$ cat src/rtl/div_unit.sv
// Multi-cycle 32-bit restoring divider (DIV/DIVU) for the EX stage.
// Returns {remainder, quotient} 33 edges after acceptance and holds the result
// until the requester drops start_i. annul_i aborts an in-flight operation.
module div_unit (
  input  logic        clk,
  input  logic        rst,
  input  logic        signed_div_i,
  input  logic [31:0] opdata1_i,
  input  logic [31:0] opdata2_i,
  input  logic        start_i,
  input  logic        annul_i,
  output logic [63:0] result_o,
  output logic        ready_o
);

  typedef enum logic [1:0] {FREE, BYZERO, ON, END} state_t;

  state_t      state_q, state_d;
  logic [5:0]  cnt_q, cnt_d;
  logic [63:0] work_q, work_d;     // {partial remainder, dividend/quotient}
  logic [31:0] dvsr_q, dvsr_d;     // divisor magnitude
  logic        neg_quot_q, neg_quot_d;
  logic        neg_rem_q, neg_rem_d;
  logic [63:0] result_q, result_d;
  logic        ready_q, ready_d;

  logic [31:0] a_mag, b_mag;
  logic [32:0] upper;
  logic [31:0] trial;
  logic        ge;
  logic [31:0] quot, rem;

  // Operand magnitudes, one restoring step, and sign-corrected final values
  always_comb begin
    a_mag = (signed_div_i && opdata1_i[31]) ? (~opdata1_i + 32'd1) : opdata1_i;
    b_mag = (signed_div_i && opdata2_i[31]) ? (~opdata2_i + 32'd1) : opdata2_i;
    // Upper 33 bits after the left shift; the remainder after a successful
    // subtract is below the divisor so 32 bits hold it exactly.
    upper = work_q[63:31];
    ge    = (upper >= {1'b0, dvsr_q});
    trial = upper[31:0] - dvsr_q;
    quot  = neg_quot_q ? (~work_q[31:0] + 32'd1) : work_q[31:0];
    rem   = neg_rem_q  ? (~work_q[63:32] + 32'd1) : work_q[63:32];
  end

  // Next-state and datapath control
  always_comb begin
    state_d    = state_q;
    cnt_d      = cnt_q;
    work_d     = work_q;
    dvsr_d     = dvsr_q;
    neg_quot_d = neg_quot_q;
    neg_rem_d  = neg_rem_q;
    result_d   = result_q;
    ready_d    = ready_q;
    case (state_q)
      FREE: begin
        result_d = 64'h0;
        ready_d  = 1'b0;
        if (start_i && !annul_i) begin
          work_d     = {32'h0, a_mag};
          dvsr_d     = b_mag;
          neg_quot_d = signed_div_i && (opdata1_i[31] ^ opdata2_i[31]);
          neg_rem_d  = signed_div_i && opdata1_i[31];
          cnt_d      = 6'd0;
          state_d    = (opdata2_i == 32'h0) ? BYZERO : ON;
        end
      end
      BYZERO: begin
        result_d = 64'h0;
        if (annul_i) begin
          state_d = FREE;
          ready_d = 1'b0;
        end else begin
          state_d = END;
          ready_d = 1'b1;
        end
      end
      ON: begin
        if (annul_i) begin
          state_d  = FREE;
          cnt_d    = 6'd0;
          result_d = 64'h0;
          ready_d  = 1'b0;
        end else if (cnt_q == 6'd32) begin
          state_d  = END;
          result_d = {rem, quot};
          ready_d  = 1'b1;
        end else begin
          work_d = ge ? {trial, work_q[30:0], 1'b1} : {work_q[62:0], 1'b0};
          cnt_d  = cnt_q + 6'd1;
        end
      end
      END: begin
        // annul_i is ignored here; only dropping start_i releases the result
        if (!start_i) begin
          state_d  = FREE;
          result_d = 64'h0;
          ready_d  = 1'b0;
        end
      end
      default: state_d = FREE;
    endcase
  end

  // State and datapath registers with synchronous reset
  always_ff @(posedge clk) begin
    if (rst) begin
      state_q    <= FREE;
      cnt_q      <= 6'd0;
      work_q     <= 64'h0;
      dvsr_q     <= 32'h0;
      neg_quot_q <= 1'b0;
      neg_rem_q  <= 1'b0;
      result_q   <= 64'h0;
      ready_q    <= 1'b0;
    end else begin
      state_q    <= state_d;
      cnt_q      <= cnt_d;
      work_q     <= work_d;
      dvsr_q     <= dvsr_d;
      neg_quot_q <= neg_quot_d;
      neg_rem_q  <= neg_rem_d;
      result_q   <= result_d;
      ready_q    <= ready_d;
    end
  end

  assign result_o = result_q;
  assign ready_o  = ready_q;

endmodule

$ cat config.mk
export PLATFORM = sky130hd
export DESIGN_NAME = div_unit
export DESIGN_NICKNAME = d
export VERILOG_FILES = /design/src/rtl/div_unit.sv
export SDC_FILE = /design/constraint.sdc
export NUM_CORES = 1
export LEC_CHECK = 0
export BUFFER_PORTS_ARGS = -buffer_cell sky130_fd_sc_hd__buf_2
export CORE_MARGIN = 3
export CORE_UTILIZATION = 39
export DETAILED_ROUTE_END_ITERATION = 12
export PLACE_DENSITY_LB_ADDON = 0.15
export SKIP_CTS_REPAIR_TIMING = 1
export SYNTH_ARGS = -nofsm -noshare
export SYNTH_HDL_FRONTEND = slang
export SYNTH_SLANG_ARGS = --single-unit
$ cat constraint.sdc
create_clock -name clk -period 4.9 [get_ports clk]
set_input_delay 0.49 -clock clk [delete_from_list [all_inputs] [get_ports clk]]
set_output_delay 0.49 -clock clk [all_outputs]
set_load 0.03 [all_outputs]
Yosys cells after proc, flatten, opt, wreduce, memory -nomap -nowiden

Index checks and enable logic that the tools add are counted.

Bits of input ports: 69
Register bits: 171
Output and inout bits: 65
Logic and storage cells: 73

Equal/unequal tests: 10
$lt $le $gt $ge: 1
Add/subtract/negate cells: 6
Bitwise logic cells: 5
Muxes and demuxes: 29
Reduce and logical (&&, ||, !) cells: 14

Operators by type and width:

| operator                | count |
|---|---|
| $mux W64                | 7 |
| $pmux W64 S3            | 1 |
| $add A32 B1 Y32 const B | 4 |
| $mux W32                | 4 |
| $not A32 Y32            | 4 |
| $pmux W64 S2            | 1 |
| $ge A33 B32 Y1          | 1 |
| $logic_not A32 Y1       | 1 |
| $sub A32 B32 Y32        | 1 |
| $mux W6                 | 3 |
| $mux W2                 | 6 |
| $pmux W6 S2             | 1 |
| $ne A2 B2 Y1 const B    | 4 |
| $pmux W2 S4             | 1 |
| $add A6 B1 Y6 const B   | 1 |
| $eq A6 B6 Y1 const B    | 1 |
| $ne A3 B3 Y1 const B    | 2 |
| $reduce_and A3 Y1       | 2 |
| $eq A2 B2 Y1 const B    | 2 |
| $logic_and A1 B1 Y1     | 4 |
| $mux W1                 | 4 |
| $pmux W1 S4             | 1 |
| $reduce_and A2 Y1       | 2 |
| $reduce_and A4 Y1       | 1 |
| 6 further kinds         | 6 |

Depth between registers and ports, before layout

Word-level depth: 6
Mapped depth: 14
Depth with buffers taken out: 13

Worst setup path before layout

No wires, ideal clock.

Path kind: reg2reg
From: reg work_q[31]
To: reg work_q[60]
Required time: 4821 ps
Setup time: 79 ps
Arrival time: 2613 ps
Path slack: 2208 ps
Buffers on the path: 0
Stages on the path, launching flop included: 14
Cell sequence: dfxtp_1 -> inv_1 -> ha_1 -> inv_1 -> fa_1 -> a21oi_1 -> o211ai_1 -> o21ai_0 -> o21ai_0 -> a21oi_1 -> o21ai_0 -> a221oi_1 -> mux2_2 -> o211ai_1

Word-level cells in the longest chain between the ends: 5
Elaborated cells between the ends (all ways): 6
Classes of those cells: add/sub: 1; order compare: 1; mux: 4

Ends and longest elaborated chain:

| what                                               | RTL line | source |
|---|---|---|
| start: declaration                                 | 20       | `logic [63:0] work_q, work_d;` |
| start signal: assignment                           | 120      | `work_q <= work_d;` |
| $sub A32 B32 Y32 or $ge A33 B32 Y1 (tied branches) | 41, 40   |  |
| $mux W64 (*)                                       | 90       | `work_d = ge ? {trial, work_q[30:0], 1'b1} : {work_q[62:0], 1'b0};` |
| $mux W64 (*)                                       | 85       | `end else if (cnt_q == 6'd32) begin` |
| $mux W64 (*)                                       | 80       | `if (annul_i) begin` |
| $pmux W64 S2 (*)                                   | 56       | `case (state_q)` |

Mark *: on every way between the ends. The rest lies on a longest branch, timed or not. The select of a mux whose other input is x is not followed.
A chain may end at the register's enable or synchronous reset.

Worst setup path after layout

From: reg work_q[45]
To: reg work_q[0]

Word-level cells in the longest chain between the ends: 5

Ends and longest elaborated chain:

| what           | RTL line | source |
|---|---|---|
| $ge A33 B32 Y1 | 40       | `ge = (upper >= {1'b0, dvsr_q});` |
| $mux W64       | 90       |  |
| $mux W64       | 85       |  |
| $mux W64       | 80       |  |
| $pmux W64 S2   | 56       |  |

No other way between the ends. The select of a mux whose other input is x is not followed.

==> impl_metrics.env <==
export IMPL_nets=1590
export IMPL_synth_nets=1506
export IMPL_holdWs_ns=0.379
export IMPL_rows=60
export IMPL_ys_ff_latch=171
export IMPL_max_vdd_ir_drop_uv=268
export IMPL_drtIter0Drc=621
export IMPL_p_leak_uw=0.00493
export IMPL_vias=10063
export IMPL_relSlewSlack_pct=27.7
export IMPL_fmax_mhz=291
export IMPL_route_detailed_drc=0
export IMPL_antenna_cells=0
export IMPL_clock_latency_ns=0.43
export IMPL_synthArstFlopShare_pct=0
export IMPL_yosys_warnings=0
export IMPL_setup_worst_path_end_class="flop"
export IMPL_setup_violations=0
export IMPL_worst_hold_path_num_cells=3
export IMPL_fin_ws_ns=1.46
export IMPL_avgSynthCellArea_um2=7.80
export IMPL_dp_slack_ns=1.51
export IMPL_power_density_nw_per_um2=425
export IMPL_antenna_found_initial=2
export IMPL_hp_class="in -> reg"
export IMPL_nFillCells=2793
export IMPL_start_util_pct=40.0
export IMPL_startpoint_type="flop"
export IMPL_synth_edf_count=0
export IMPL_hold_viol=0
export IMPL_via_per_inst=5.40
export IMPL_synth_top_cell_area_share_pct=31.5
export IMPL_grt_ovfl_total=0
export IMPL_syn_inst=1395
export IMPL_yosys_area_top_type="dfxtp_1"
export IMPL_worst_pin_slew_ns=1.08
export IMPL_cts_buffers=17
export IMPL_clkPwrFrac_pct=25.4
export IMPL_drt_total_wl_mm=32.4
export IMPL_cts_tree="yes"
export IMPL_critPathMaxFanout=51
export IMPL_first_global_vias=9524
export IMPL_drv_slew=0
export IMPL_synth_most_common_cell="nand2_1"
export IMPL_status="finished, final reports clean"
export IMPL_power_switching_share_pct=41.5
export IMPL_drv_cap=0
export IMPL_period_needed_ns=3.44
export IMPL_antenna_left=0
export IMPL_core_um2=27200
export IMPL_path_clk_slew_ns=0.07
export IMPL_p_int_uw=3080
export IMPL_yosys_top_cells_count="nand2_1 (186), dfxtp_1 (171), nor2_1 (152), a21oi_1 (98), o21ai_0 (97)"
export IMPL_fin_crit_sh_pct=70.3
export IMPL_tns_ns=0
export IMPL_grt_pass1_wl_mm=53.0
export IMPL_p_seq_share_pct=32.1
export IMPL_synthTopCellsByArea="dfxtp_1 (31%), xnor2_1 (7.3%), nand2_1 (6.4%)"
export IMPL_fp_dieH_um=173
export IMPL_htree_levels=4
export IMPL_p_comb_share_pct=42.5
export IMPL_fin_skew_ns=0.0128
export IMPL_dpl_hpwl_mm=24.7
export IMPL_gp_congestion=0.927
export IMPL_grt_usage_pct=21.5
export IMPL_reg2reg_depth=10
export IMPL_io_buffers=133
export IMPL_clk_path_buf_depth=2
export IMPL_die_x_um=173
export IMPL_required_ns=5.18
export IMPL_setup_worst_path_class="reg -> reg"
export IMPL_p_switching_uw=2190
export IMPL_cts_sinks=171
export IMPL_cts_root_buffer="clkbuf_16"
export IMPL_area_delta_synth_final_pct=14.0
export IMPL_synth_cell_area_um2=10900
export IMPL_drt_first_pass_iters=5
export IMPL_synth_cell_types=72
export IMPL_top_level_ports=134
export IMPL_grt_max_degree=77
export IMPL_drive_gt1_share_pct=14.7
export IMPL_wl_per_cell_um=17.4
export IMPL_ys_flop_type="dfxtp_1"
export IMPL_dieArea_um2=29900
export IMPL_arrival_ns=3.73
export IMPL_rsz0062_at_grt="no"
export IMPL_ys_seq_area_share_pct=31.5
==> path summary, 6_finish.rpt <==
check	from	endpoint	slack, ns
setup / recovery	work_q[45]	work_q[0]	1.46
hold / removal	opdata2_i[30]	dvsr_q[30]	0.38
setup reg to reg	work_q[45]	work_q[0]	1.46
hold reg to reg	dvsr_q[31]	dvsr_q[31]	0.46
==> cells by family (layout without fill, tap and decap cells) <==
kind of cell               Yosys count  in the layout  share of synthesized area (%)
buffers and inverters              138            234                           4.92
AOI/OAI and AO/OA                  403            403                           24.6
muxes                               21             21                           1.96
DFF                                171            171                           31.5
adders and majority gates           42             42                           4.90
and+or+nand+nor                    471            471                           20.1
xor gates and xnor gates           149            149                           12.0
==> per-layer routing <==
metal | GRT usage [%] | share of wire [%] | vias to the layer above
met5 | 0 | 0.068 | -
met4 | 4.97 | 1.6 | 4
met3 | 3.73 | 5.6 | 35
met2 | 33.7 | 45 | 258
met1 | 30.9 | 48 | 4668
li1 | - | - | 5098
==> stage by stage <==
stage          cells  cell area, um^2  utilization, %  total power, uW
2_1_floorplan   1395            10900               -             3370
3_3_place_gp    1832            11800            43.5             3940
3_5_place_dp    1832            11800            43.5             3940
4_1_cts         1863            12400            45.6             5290
5_1_grt         1863            12400            45.6             5640
6_report        1863            12400            45.6             5270
==> state kept, by name (all words and copies together) (netlist names) <==
register,cells
result_o,64
dvsr_q,32
neg_rem_q,1
state_q,2
cnt_q,6
work_q,64
ready_o,1
neg_quot_q,1
==> power groups by stage <==
stage          logic (uW)  clock network [uW]  registers (uW)
6_report             2240                1340            1690
3_5_place_dp         2220                   0            1720
4_1_cts              2230                1370            1690
3_3_place_gp         2230                   0            1710
2_1_floorplan        1700                   0            1660
5_1_grt              2510                1420            1710
==> cell usage in the layout (no fill, tap or decap), types with 10 or more instances in the layout <==
| cell | instances |
|---|---|
| a211oi_1 | 30 |
| a21oi_1 | 98 |
| a22o_1 | 30 |
| a22oi_1 | 42 |
| buf_2 | 132 |
| buf_4 | 13 |
| clkbuf_16 | 17 |
| dfxtp_1 | 171 |
| ha_1 | 40 |
| inv_1 | 58 |
| mux2i_1 | 19 |
| nand2_1 | 186 |
| nand2b_1 | 11 |
| nand3_1 | 18 |
| nand4_1 | 10 |
| nor2_1 | 150 |
| nor3_1 | 15 |
| nor4_1 | 10 |
| o21ai_0 | 97 |
| o31ai_1 | 21 |
| o41ai_1 | 15 |
| or3_1 | 11 |
| xnor2_1 | 91 |
| xor2_1 | 58 |
==> critical path: stages (launching register included) <==
cell and delay, ns:
dfxtp_1 0.56, ha_1 0.38, a21oi_1 0.24, o21ai_0 0.17
a21oi_1 0.23, o221a_2 0.23, a31oi_1 0.07, a2111o_2 0.85
mux2_2 0.43, nand2_1 0.06, a21oi_1 0.07
==> area by class of cell <==
type                       instances  area [um^2]  area share, %
sequential                       171         3420           27.6
multi-input combinational       1086         6960           56.1
inverter                          58          218           1.76
timing repair buffer             145          758           6.11
tap                              372          465           3.75
clock buffer                      20          467           3.76
clock inverter                    11          110          0.888
Power figures use the tool's default switching activity.
